$ cat config.mk
export PLATFORM = sky130hd
export DESIGN_NAME = switch_debounce_flat
export DESIGN_NICKNAME = d
export VERILOG_FILES = /design/src/rtl/step_board_pkg.sv /design/src/rtl/switch_debounce_if.sv /design/src/rtl/debounce_ch.sv /design/src/rtl/switch_debounce.sv /design/src/flat_wrapper.sv
export SDC_FILE = /design/constraint.sdc
export NUM_CORES = 1
export LEC_CHECK = 0
export CAP_MARGIN = 20
export CORE_UTILIZATION = 50
export CTS_CLUSTER_SIZE = 10
export DETAILED_ROUTE_END_ITERATION = 10
export PLACE_DENSITY = 0.72
export SLEW_MARGIN = 25
export SYNTH_ARGS = -nofsm -noshare
export SYNTH_HDL_FRONTEND = slang
export SYNTH_SLANG_ARGS = --single-unit
$ cat constraint.sdc
create_clock -name clk -period 2.45 [get_ports clk]
set_input_delay 0.49 -clock clk [delete_from_list [all_inputs] [get_ports clk]]
set_output_delay 0.49 -clock clk [all_outputs]
set_load 0.01 [all_outputs]
$ cat src/rtl/step_board_pkg.sv
// rtl/step_board_pkg.sv - board-wide constants and debounce FSM state encoding
package step_board_pkg;

   localparam int CLK_FREQ_HZ     = 12_000_000;
   localparam int DEBOUNCE_MS     = 20;
   localparam int DEBOUNCE_CYCLES = (CLK_FREQ_HZ / 1000) * DEBOUNCE_MS;

   typedef enum logic {
      ST_IDLE   = 1'b0,
      ST_SETTLE = 1'b1
   } db_state_t;

endpackage

$ cat src/rtl/switch_debounce_if.sv
// rtl/switch_debounce_if.sv - raw switch levels in, debounced levels and edge pulses out
interface switch_debounce_if #(
   parameter int N = 2
);

   logic [N-1:0] sw_in;
   logic [N-1:0] sw_out;
   logic [N-1:0] sw_rise;
   logic [N-1:0] sw_fall;

   // Switch side: drives raw levels, consumes clean levels and pulses.
   modport master (
      output sw_in,
      input  sw_out,
      input  sw_rise,
      input  sw_fall
   );

   // Debouncer side.
   modport slave (
      input  sw_in,
      output sw_out,
      output sw_rise,
      output sw_fall
   );

endinterface

$ cat src/rtl/debounce_ch.sv
// rtl/debounce_ch.sv - one debounce channel: synchroniser, stability counter, FSM, edge pulses
module debounce_ch
   import step_board_pkg::*;
#(
   parameter int STABLE_CYCLES = DEBOUNCE_CYCLES
) (
   input  logic clk,
   input  logic rst_n,
   input  logic sw_i,
   output logic sw_o,
   output logic rise_o,
   output logic fall_o
);

   localparam int               CNT_W    = $clog2(STABLE_CYCLES);
   localparam logic [CNT_W-1:0] CNT_ONE  = CNT_W'(1);
   localparam logic [CNT_W-1:0] CNT_LAST = CNT_W'(STABLE_CYCLES - 1);

   logic             sync1_q, sync2_q;
   db_state_t        state_q, state_d;
   logic [CNT_W-1:0] cnt_q, cnt_d;
   logic             out_q, out_d;
   logic             rise_q, rise_d;
   logic             fall_q, fall_d;
   logic             mismatch;

   assign mismatch = sync2_q ^ out_q;

   // Two-flop synchroniser for the asynchronous raw switch level.
   always_ff @(posedge clk or negedge rst_n) begin
      if (!rst_n) begin
         sync1_q <= 1'b0;
         sync2_q <= 1'b0;
      end else begin
         sync1_q <= sw_i;
         sync2_q <= sync1_q;
      end
   end

   // FSM state, stability counter, debounced level and pulse registers.
   always_ff @(posedge clk or negedge rst_n) begin
      if (!rst_n) begin
         state_q <= ST_IDLE;
         cnt_q   <= '0;
         out_q   <= 1'b0;
         rise_q  <= 1'b0;
         fall_q  <= 1'b0;
      end else begin
         state_q <= state_d;
         cnt_q   <= cnt_d;
         out_q   <= out_d;
         rise_q  <= rise_d;
         fall_q  <= fall_d;
      end
   end

   // Follow the synchronised level only after an unbroken run of STABLE_CYCLES mismatches.
   always_comb begin
      state_d = state_q;
      cnt_d   = cnt_q;
      out_d   = out_q;
      rise_d  = 1'b0;
      fall_d  = 1'b0;
      case (state_q)
         ST_IDLE: begin
            cnt_d = '0;
            if (mismatch) begin
               state_d = ST_SETTLE;
               cnt_d   = CNT_ONE;
            end
         end
         ST_SETTLE: begin
            if (!mismatch) begin
               // Bounced back before the window closed: forget the whole run.
               state_d = ST_IDLE;
               cnt_d   = '0;
            end else if (cnt_q == CNT_LAST) begin
               state_d = ST_IDLE;
               cnt_d   = '0;
               out_d   = sync2_q;
               rise_d  = sync2_q;
               fall_d  = ~sync2_q;
            end else begin
               cnt_d = cnt_q + CNT_ONE;
            end
         end
         default: begin
            state_d = ST_IDLE;
            cnt_d   = '0;
         end
      endcase
   end

   assign sw_o   = out_q;
   assign rise_o = rise_q;
   assign fall_o = fall_q;

endmodule

$ cat src/rtl/switch_debounce.sv
// rtl/switch_debounce.sv - N independent debounce channels feeding the comparator operands
module switch_debounce
   import step_board_pkg::*;
#(
   parameter int N             = 2,
   parameter int STABLE_CYCLES = DEBOUNCE_CYCLES
) (
   input  logic              clk,
   input  logic              rst_n,
   switch_debounce_if.slave  sw
);

   for (genvar i = 0; i < N; i++) begin : g_ch
      debounce_ch #(
         .STABLE_CYCLES(STABLE_CYCLES)
      ) u_ch (
         .clk   (clk),
         .rst_n (rst_n),
         .sw_i  (sw.sw_in[i]),
         .sw_o  (sw.sw_out[i]),
         .rise_o(sw.sw_rise[i]),
         .fall_o(sw.sw_fall[i])
      );
   end

endmodule

$ cat src/flat_wrapper.sv
// flat-port wrapper written by rule: the top's interface ports become plain ports
module switch_debounce_flat import step_board_pkg::*;
#(
   parameter int N             = 2,
   parameter int STABLE_CYCLES = DEBOUNCE_CYCLES
)
  (clk, rst_n, sw_sw_in, sw_sw_out, sw_sw_rise, sw_sw_fall);
  switch_debounce_if #(.N(N)) sw_i ();
  input  logic clk;
  input  logic rst_n;
  input wire logic [$bits(sw_i.sw_in)-1:0] sw_sw_in;
  output wire logic [$bits(sw_i.sw_out)-1:0] sw_sw_out;
  output wire logic [$bits(sw_i.sw_rise)-1:0] sw_sw_rise;
  output wire logic [$bits(sw_i.sw_fall)-1:0] sw_sw_fall;
  assign sw_i.sw_in = sw_sw_in;
  assign sw_sw_out = sw_i.sw_out;
  assign sw_sw_rise = sw_i.sw_rise;
  assign sw_sw_fall = sw_i.sw_fall;
  switch_debounce #(.N(N), .STABLE_CYCLES(STABLE_CYCLES)) u_core (.clk(clk), .rst_n(rst_n), .sw(sw_i));
endmodule
==> summary.txt <==
Floorplan
  • Initial Utilization: 51.9%
  • # rows: 24
  • Placeable Area: 4350 um2
  • Die width: 69.2 um
  • Io pins: 10
  • Die area: 4790 um2
  • Die H: 69.2 um

Synth
  • Syn nets: 223
  • FF+latch count, synth: 48
  • Synth Warn #: 0
  • Cell Area, Synth: 2260 um2
  • Synth top area cells: dfrtp_1, xnor2_1, nor2_1
  • Syn avg cell area: 10.4 um2
  • Gate Count Post-Synth: 217
  • Synth top area share: 53.2%
  • Yosys top cell by area: dfrtp_1
  • Synth cell types: 40
  • Seq/Total Area, Yosys: 53.2%

Pwr
  • Clock power frac: 35.7%
  • Sequential Power Share: 59.4%
  • Switching Share: 21.9%
  • Comb power frac: 4.9%
  • Psw: 304 uW
  • Cell Int Power: 1.08 mW
  • Maximum vdd drop: 228 uV
  • PwrDens: 558 nW/um2
  • Leakage power: 0.937 nW

Global routing
  • First-pass GRT wire length: 6.93 mm
  • Met2 usage: 27.9%
  • Met1 Usage GRT: 25.7%
  • GRT overflow: 0
  • GRT Total Usage: 18.5%
  • Busiest grt layer: met2
  • Global Route met3 Usage: 4.07%
  • Largest net degree at the start of global routing: 49
  • Initial antenna violation count: 0
  • Vias in the first global route: 1463

STA
  • Setup tns final: 0 ns
  • Tmin final: 2.11 ns
  • Max transition margin: 60.1%
  • RSZ-0062 raised after global routing: no
  • Fin crit share: 86.0%
  • Hold Vio Cnt, Final: 0
  • Fin. max-slew vios: 0
  • Worst Tran Pin Value: 0.594 ns
  • Max Fclk: 475 MHz
  • Clock Skews: 0.00483 ns
  • Hold WS: 0.278 ns
  • Final setup fails: 0

Detailed routing
  • DRT iter0 DRCs: 73
  • Final wirelength: 4.02 mm
  • DRT Pass-1 Iters: 4
  • Vias per cell: 5.50
  • Routed len/inst: 14.3 um
  • Post-route DRC: 0
  • Routed Antenna Nets: 0
  • Via Count: 1552

CTS
  • Setup Fix Bufs, Post-CTS: 0
  • Clock slew at reported path FFs: 0.08 ns
  • Number of clock sinks: 48
  • CTS resizes: 0
  • H-tree levels: 2
  • Max clock buf depth: 2
  • CTS tree: yes
  • CTS buffer count: 5
  • Hold buffer count at CTS: 0
  • Root buffer cell: clkbuf_8
  • Clock insertion delay at the later pin of the skew report: 0.30 ns

Place
  • Placed instance count: 275
  • Port bufs: 9
  • Gpl congestion: 0.792
  • Post-detail-place hpwl: 2.71 mm

Final layout
  • Filler cells: 380
  • Layout net count: 236
  • Diodes inserted: 0
  • Synth-to-layout area growth: 9.97%
  • Fin util: 57.0%
  • Final cell count without fillers: 282
  • Fraction of final layout cells sized beyond drive strength 1: 9.57%

Hold path
  • HP Class: in2async

Setup path
  • Critical Path AT: 2.26 ns
  • CP required: 2.60 ns
  • Critical path capture point type: flop
  • FF-to-FF setup slack: 0.34 ns
  • Crit path kind: reg2reg
  • Critical path peak fanout: 18
  • CP Launch Type: flop

Run
  • Max Cap Viol: 0

Outcome
  • Status: finished clean
-- placed cells by master, fill, tap and decap left out, drive strengths merged, types with 2 or more instances in the layout --
cell           count
dfrtp             48
nor2              32
xnor2             26
nand3             13
nor4              11
inv               10
nor3              10
nand4              8
clkdlybuf4s50      8
nand2              7
clkbuf             7
buf                7
a21oi              5
o21ai              5
nand4b             2
or3                2
nor4b              2
mux2i              2
and2               2
xor2               2
o22ai              2
and4               2
ha                 2
-- power by group through the flow --
stage	combinational, mW	clock, mW	sequential, mW
after global placement	0.0691	0	0.838
after detailed placement	0.0704	0	0.839
after floorplan	0.0417	0	0.835
after global routing	0.0778	0.536	0.827
after CTS	0.0705	0.512	0.824
final	0.0679	0.495	0.824
-- worst paths after layout --
path	from	end	cells after the start
max in group asynchronous	rst_n	u_core.g_ch[1].u_ch.cnt_q[2]$_DFF_PN0_	2
min in group clk	u_core.g_ch[0].u_ch.sync1_q$_DFF_PN0_	u_core.g_ch[0].u_ch.sync2_q$_DFF_PN0_	0
worst min-delay path	rst_n	u_core.g_ch[0].u_ch.cnt_q[12]$_DFF_PN0_	2
worst max register to register	u_core.g_ch[1].u_ch.cnt_q[14]$_DFF_PN0_	u_core.g_ch[1].u_ch.state_q$_DFF_PN0_	4
worst max-delay path	u_core.g_ch[1].u_ch.cnt_q[14]$_DFF_PN0_	u_core.g_ch[1].u_ch.state_q$_DFF_PN0_	4
worst min register to register	u_core.g_ch[0].u_ch.sync1_q$_DFF_PN0_	u_core.g_ch[0].u_ch.sync2_q$_DFF_PN0_	0
-- synth_stat cells --
| cell type | number |
|---|---|
| a21bo_2 | 1 |
| a21o_1 | 1 |
| a21oi_1 | 5 |
| a31o_2 | 1 |
| and2_1 | 2 |
| and3_1 | 1 |
| and4_1 | 2 |
| and4b_1 | 1 |
| buf_2 | 2 |
| buf_4 | 6 |
| buf_6 | 1 |
| dfrtp_1 | 48 |
| ha_1 | 2 |
| inv_1 | 10 |
| mux2_2 | 1 |
| mux2i_1 | 2 |
| nand2_1 | 7 |
| nand2b_1 | 1 |
| nand3_1 | 13 |
| nand3b_1 | 1 |
| nand4_1 | 8 |
| nand4b_1 | 2 |
| nor2_1 | 32 |
| nor2b_1 | 1 |
| nor3_1 | 9 |
| nor3_2 | 1 |
| nor4_1 | 11 |
| nor4b_1 | 2 |
| o21ai_0 | 4 |
| o21ai_1 | 1 |
| o21bai_4 | 1 |
| o22ai_1 | 2 |
| o41ai_1 | 1 |
| or2_2 | 1 |
| or3_1 | 2 |
| or3b_2 | 1 |
| or4_4 | 1 |
| or4b_1 | 1 |
| xnor2_1 | 26 |
| xor2_1 | 2 |
-- logic make-up (layout without fill, tap and decap cells) --
| logic type | Yosys count | count (layout) | share of synthesized area, % |
|---|---|---|---|
| and+or+nand+nor | 100 | 100 | 23.7 |
| adders and majority gates | 2 | 2 | 1.11 |
| muxes | 3 | 3 | 1.39 |
| xor gates and xnor gates | 28 | 28 | 10.9 |
| AOI/OAI and AO/OA | 17 | 17 | 5.15 |
| DFF | 48 | 48 | 53.2 |
| buffers and inverters | 19 | 32 | 4.60 |
-- final cells by class --
cell class              instances  area [um2]  area share (%)
flip-flops and latches         48        1200            48.4
multi-input cells             150         953            38.4
repair buffers                 15         130            5.24
clock buffers                   7        96.3            3.88
well taps                      52        65.1            2.62
inverters                      10        37.5            1.51
-- registers in the layout, summed over array words and instances, names as in the netlist --
name,cells
u_core.g_ch.u_ch.state_q,2
u_core.g_ch.u_ch.sync2_q,2
u_core.g_ch.u_ch.fall_o,2
u_core.g_ch.u_ch.cnt_q,36
u_core.g_ch.u_ch.rise_o,2
u_core.g_ch.u_ch.sw_o,2
u_core.g_ch.u_ch.sync1_q,2
-- routing by layer --
layer,up-vias,part of all wire [%],routed length [um]
met2,27,45,1790
met4,0,1.7,68
met5,-,0,0
li1,776,-,-
met3,8,2.4,97
met1,741,51,2060
-- metrics by stage --
step	power, mW	setup slack [ns]	instance area [um2]
after detailed placement	0.909	0.357	2390
after floorplan	0.877	0.516	2260
after global placement	0.907	0.392	2390
after CTS	1.41	0.330	2480
final	1.39	0.343	2480
after global routing	1.44	0.259	2480
-- critical path, stage by stage, from the launching register on --
cell and delay, ns:
dfrtp_1 0.42, or4b_1 0.52, or4_4 0.46, o21bai_4 0.39, o21ai_0 0.18
(Power assumes the default switching activity.)
